[src/rtl/pc_sequencer.sv]
// PC sequencer with a circular return-address stack; pc updates one cycle after the request edge.
// en=0 stalls everything except errClr; no input reaches pc combinationally.
module pc_sequencer #(
  parameter int              WIDTH     = 16,
  parameter int              RAS_DEPTH = 4,
  parameter logic [WIDTH-1:0] RESET_PC = '0
) (
  input  logic                         clk,
  input  logic                         reset,
  input  logic                         en,
  input  logic                         jalEN,
  input  logic                         retEN,
  input  logic                         jumpEN,
  input  logic                         branchEN,
  input  logic [WIDTH-1:0]             src2,
  input  logic                         errClr,
  output logic [WIDTH-1:0]             pc,
  output logic [WIDTH-1:0]             Rlink,
  output logic                         linkValid,
  output logic [$clog2(RAS_DEPTH):0]   rasCount,
  output logic                         rasFull,
  output logic                         rasEmpty,
  output logic                         rasOverflow,
  output logic                         rasUnderflow
);

  localparam int PW = $clog2(RAS_DEPTH);
  localparam int CW = PW + 1;
  localparam logic [CW-1:0]    FULL_CNT = CW'(RAS_DEPTH);
  localparam logic [WIDTH-1:0] PC_ONE   = WIDTH'(1);
  localparam logic [PW-1:0]    SP_ONE   = PW'(1);
  localparam logic [CW-1:0]    CNT_ONE  = CW'(1);

  logic [WIDTH-1:0] pc_q, pc_d;
  logic [WIDTH-1:0] rlink_q, rlink_d;
  logic             link_vld_q, link_vld_d;
  logic [PW-1:0]    sp_q, sp_d;
  logic [CW-1:0]    cnt_q, cnt_d;
  logic             ovf_q, ovf_d;
  logic             unf_q, unf_d;
  logic [WIDTH-1:0] ras_q [RAS_DEPTH];

  logic [WIDTH-1:0] pc_inc;
  logic [PW-1:0]    top_idx;
  logic             push, ovf_evt, unf_evt, full, empty;

  assign full    = (cnt_q == FULL_CNT);
  assign empty   = (cnt_q == '0);
  assign pc_inc  = pc_q + PC_ONE;
  // sp_q points at the next free slot, so the top entry sits just below it.
  assign top_idx = sp_q - SP_ONE;

  always_comb begin
    pc_d       = pc_q;
    rlink_d    = rlink_q;
    link_vld_d = 1'b0;
    sp_d       = sp_q;
    cnt_d      = cnt_q;
    push       = 1'b0;
    ovf_evt    = 1'b0;
    unf_evt    = 1'b0;
    if (en) begin
      if (jalEN) begin
        pc_d       = src2;
        rlink_d    = pc_inc;
        link_vld_d = 1'b1;
        push       = 1'b1;
        sp_d       = sp_q + SP_ONE;
        // When full, the write pointer already aliases the oldest entry.
        if (full) ovf_evt = 1'b1;
        else      cnt_d   = cnt_q + CNT_ONE;
      end else if (retEN) begin
        if (empty) begin
          pc_d    = pc_inc;
          unf_evt = 1'b1;
        end else begin
          pc_d  = ras_q[top_idx];
          sp_d  = top_idx;
          cnt_d = cnt_q - CNT_ONE;
        end
      end else if (jumpEN) begin
        pc_d = src2;
      end else if (branchEN) begin
        pc_d = pc_q + src2;
      end else begin
        pc_d = pc_inc;
      end
    end
    ovf_d = (ovf_q & ~errClr) | ovf_evt;
    unf_d = (unf_q & ~errClr) | unf_evt;
  end

  always_ff @(posedge clk or negedge reset) begin
    if (!reset) begin
      pc_q       <= RESET_PC;
      rlink_q    <= '0;
      link_vld_q <= 1'b0;
      sp_q       <= '0;
      cnt_q      <= '0;
      ovf_q      <= 1'b0;
      unf_q      <= 1'b0;
    end else begin
      pc_q       <= pc_d;
      rlink_q    <= rlink_d;
      link_vld_q <= link_vld_d;
      sp_q       <= sp_d;
      cnt_q      <= cnt_d;
      ovf_q      <= ovf_d;
      unf_q      <= unf_d;
    end
  end

  always_ff @(posedge clk) begin
    if (push) ras_q[sp_q] <= pc_inc;
  end

  assign pc           = pc_q;
  assign Rlink        = rlink_q;
  assign linkValid    = link_vld_q;
  assign rasCount     = cnt_q;
  assign rasFull      = full;
  assign rasEmpty     = empty;
  assign rasOverflow  = ovf_q;
  assign rasUnderflow = unf_q;

endmodule

[config.mk]
export PLATFORM = sky130hd
export DESIGN_NAME = pc_sequencer
export DESIGN_NICKNAME = d
export VERILOG_FILES = /design/src/rtl/pc_sequencer.sv
export SDC_FILE = /design/constraint.sdc
export NUM_CORES = 1
export LEC_CHECK = 0
export ABC_AREA = 1
export CAP_MARGIN = 20
export CORE_UTILIZATION = 50
export CTS_CLUSTER_DIAMETER = 150
export DETAILED_ROUTE_END_ITERATION = 10
export HOLD_SLACK_MARGIN = 0.1
export PLACE_DENSITY_LB_ADDON = 0.2
export SLEW_MARGIN = 40
export SYNTH_ARGS = -nofsm -noshare
export SYNTH_HDL_FRONTEND = slang
export SYNTH_SLANG_ARGS = --single-unit
[constraint.sdc]
create_clock -name clk -period 4.9 [get_ports clk]
set_clock_uncertainty 0.2 [all_clocks]
set_input_delay 0.98 -clock clk [delete_from_list [all_inputs] [get_ports clk]]
set_output_delay 0.98 -clock clk [all_outputs]
set_load 0.005 [all_outputs]
==> run metrics <==
run status finished, violations left; violated checks design-rule violations; RSZ-0062 raised after global routing no; DRC errors left 1; netlist area before placement a little over 0.006 sq mm; final-report max-slew violation count 0; class of the tightest hold or removal check flop to flop; number of nets at the end of the flow 849; total global routing overflow 0; post-DP HPWL 12300 um; core region area around 0.012 sq mm; routed vias/inst 5.60; number of gates resized after cts 0; number of buffers on the longest clock path 2; overall routing resource usage 27.8%; number of buffers inserted during clock tree synthesis 9; headroom to the max-slew limit 46.4%; standard-cell row count 39; maximum clock rate 0.294 GHz; number of levels in the clock H-tree 3; part of the Yosys area used for sequential elements between 40% and 50%; CP Data Arrival Time around 3.4 ns; CTS tree done; instance count along the most critical hold path 2; number of violations of the max-capacitance limit 0; placer's final routability congestion estimate slightly above 0.9; Synth cell types 45; area share of the largest cell type after synthesis between 30% and 40%; number of cells on the worst reg-to-reg path 9; power after layout 3.64 mW; slew of the pin with the lowest slew margin 0.801 ns; setup ws final 1.50 ns; total inserted antenna cells 0; total vias in the final route 5327; fill cell total of the finished layout just over 1000; vias in the first global route between 5000 and 6000; Synth area leaders sky130_fd_sc_hd__edfxtp_1, sky130_fd_sc_hd__dfrtp_1, sky130_fd_sc_hd__nand2_1; number of cells produced by synthesis about 750; non-filler cells in the finished layout 951; Post-Route WL 16500 um; Post-synth ARST share 38.5%; area of the die 0.0126 sq mm; top-level I/O count 64; Main synth FF type sky130_fd_sc_hd__edfxtp_1; Yosys warning total 0; Clock Pin Slew Worst Setup and Hold Paths about 0.070 ns; Cell Count Post-Placement a little over 900; cell taking the most area after synthesis sky130_fd_sc_hd__edfxtp_1; synthesized flop and latch total 104; router iterations before antenna repair 9; capture instance of the worst register-to-register path pc[5]; minimum setup slack after placement around 1.2 ns; first-pass GRT wire length 27000 um; endpoints failing setup 0; setup TNS 0 ns; total of hold buffers inserted after clock tree synthesis 0; average cell area after synthesis about 8.2 sq um; start-to-end type of the worst setup path primary input to flop; number of setup buffers added after CTS 0; largest fanout of any net on the critical path 20; # clock sinks 104; routed len/inst 17.4 um; end of the worst hold path Rlink[1]; internal reg-to-reg setup slack 2.19 ns; number of DRC violations after detailed-routing iteration 0 537; Post-DRT Antenna Nets 0; Skew-Pair Late Insertion Delay 0.35 ns; Required @ worst endpoint between 4 and 5 ns; maximum ir drop on the vdd rail ~230 uV; final hold violations 0; reg2reg start sp_q[0]; areal power density over the cells 510 mW/mm^2; portion of the clock cycle consumed by the worst path in the final layout 69.4%; largest net degree at the start of global routing 44; startpoint of the worst hold path Rlink[1]; die outline width 112 um; height of the die 112 um; layout cells sized above 1 6.93%; number of enable flip-flop cells after synthesis 64; kind of end point of the critical path flop; number of antenna violations at the first check in global routing 0; number of port buffers 63; minimum period implied by the final worst setup slack 3.40 ns; static leakage 3.15 nW; initial standard-cell utilization of the core 52.4%; signed area change from the synthesized netlist to the final layout 17.5%; Critical Path Start Type primary input; buffer cell driving the clock tree root sky130_fd_sc_hd__clkbuf_16; nets in the synthesized netlist 792
## flip-flops by register name, summed over array words and instances, names as in the netlist
| register | flops |
|---|---|
| rasCount | 3 |
| linkValid | 1 |
| pc | 16 |
| rasOverflow | 1 |
| rasUnderflow | 1 |
| Rlink | 16 |
| sp_q | 2 |
| ras_q | 64 |
## worst max path at each step
stage / from / slack (ns) / end / depth (start not counted)
final: en / 1.50 / Rlink[14] / 5
after floorplan: en / 2.06 / ras_q[0][0] / 5
after detailed placement: en / 1.17 / Rlink[14] / 5
after CTS: en / 1.51 / Rlink[14] / 5
after global placement: en / 1.18 / Rlink[11] / 5
after global routing: en / 1.21 / Rlink[14] / 5
## layout make-up
cell class              count  area (sq um)  share of cell area, %
clock buffers              10           229                   3.20
flip-flops and latches    104          2920                   40.9
inverters                  91           342                   4.78
well taps                 143           179                   2.50
clock inverters             6          76.3                   1.07
repair buffers             71           688                   9.63
multi-input cells         526          2710                   37.9
## Yosys cell counts (3+ instances only)
master and n:
sky130_fd_sc_hd__a21oi_1 53, sky130_fd_sc_hd__a221oi_1 3, sky130_fd_sc_hd__a31oi_1 9, sky130_fd_sc_hd__buf_2 10
sky130_fd_sc_hd__buf_4 3, sky130_fd_sc_hd__clkbuf_1 10, sky130_fd_sc_hd__dfrtp_1 40, sky130_fd_sc_hd__edfxtp_1 64
sky130_fd_sc_hd__ha_1 20, sky130_fd_sc_hd__inv_1 83, sky130_fd_sc_hd__inv_2 6, sky130_fd_sc_hd__nand2_1 204
sky130_fd_sc_hd__nand2_2 6, sky130_fd_sc_hd__nand3_1 54, sky130_fd_sc_hd__nand4_1 4, sky130_fd_sc_hd__nor2_1 67
sky130_fd_sc_hd__nor2_2 3, sky130_fd_sc_hd__nor2_4 3, sky130_fd_sc_hd__nor3_1 3, sky130_fd_sc_hd__o211ai_1 3
sky130_fd_sc_hd__o21ai_0 43, sky130_fd_sc_hd__o21ai_1 4, sky130_fd_sc_hd__o22ai_1 6, sky130_fd_sc_hd__or2_2 3
sky130_fd_sc_hd__xnor2_1 6, sky130_fd_sc_hd__xor2_1 7
## worst max-delay path: stages
cell and delay (ns):
sky130_fd_sc_hd__clkdlybuf4s50_1 0.77, sky130_fd_sc_hd__nand2_1 0.69, sky130_fd_sc_hd__clkinv_1 0.63, sky130_fd_sc_hd__nor2_1 0.26, sky130_fd_sc_hd__a31oi_1 0.06
## layer usage
metal | GRT usage, % | share of wire, % | vias to the layer above
met2 | 46.3 | 47 | 207
met4 | 8.53 | 2.3 | 0
li1 | - | - | 2601
met5 | 0 | 0 | -
met1 | 37.7 | 44 | 2492
met3 | 4.10 | 6.8 | 27
## cells in the final DEF (no fill, tap or decap), types with 3 or more instances in the layout
cell,n
sky130_fd_sc_hd__ha_1,20
sky130_fd_sc_hd__xor2_1,7
sky130_fd_sc_hd__nor3_4,3
sky130_fd_sc_hd__a31oi_1,9
sky130_fd_sc_hd__nor2_1,66
sky130_fd_sc_hd__o21ai_0,43
sky130_fd_sc_hd__a21oi_1,53
sky130_fd_sc_hd__edfxtp_1,64
sky130_fd_sc_hd__inv_2,6
sky130_fd_sc_hd__nand4_1,4
sky130_fd_sc_hd__buf_4,9
sky130_fd_sc_hd__o22ai_1,6
sky130_fd_sc_hd__a221oi_1,3
sky130_fd_sc_hd__clkdlybuf4s50_1,62
sky130_fd_sc_hd__o21ai_1,4
sky130_fd_sc_hd__xnor2_1,6
sky130_fd_sc_hd__nand2_1,204
sky130_fd_sc_hd__or2_2,3
sky130_fd_sc_hd__nor2_2,4
sky130_fd_sc_hd__inv_1,83
sky130_fd_sc_hd__nor2_4,3
sky130_fd_sc_hd__dfrtp_1,40
sky130_fd_sc_hd__nand3_1,54
sky130_fd_sc_hd__clkbuf_16,9
sky130_fd_sc_hd__nor3_1,3
sky130_fd_sc_hd__nand2_2,6
sky130_fd_sc_hd__o211ai_1,3
## cells by family (layout without fill, tap and decap cells)
family | count (synthesis) | count (layout) | share of synthesized area, %
simple gates | 359 | 359 | 25.5
compound gates | 131 | 131 | 12.0
buf+inv | 116 | 178 | 7.55
flops | 104 | 104 | 48.1
fa+ha+maj | 22 | 22 | 4.77
xor+xnor | 13 | 13 | 1.87
mux | 1 | 1 | 0.185
## report_power, final
part	switching [mW]	total [mW]	internal (mW)	leakage [nW]
Sequential	0.153	1.30	1.14	1.04
Combinational	1.01	1.60	0.592	1.95
Clock	0.335	0.741	0.406	0.150
Total	1.50	3.64	2.14	3.15
## metrics by stage
step                      hold WS [ns]  area (sq um)  utilization, %
after detailed placement         0.270          6840            58.9
after floorplan                  0.273          6080               -
after global placement           0.265          6830            58.8
final                            0.285          7140            61.5
after global routing             0.331          7140            61.5
after CTS                        0.289          7140            61.5
Power figures use the tool's default switching activity.
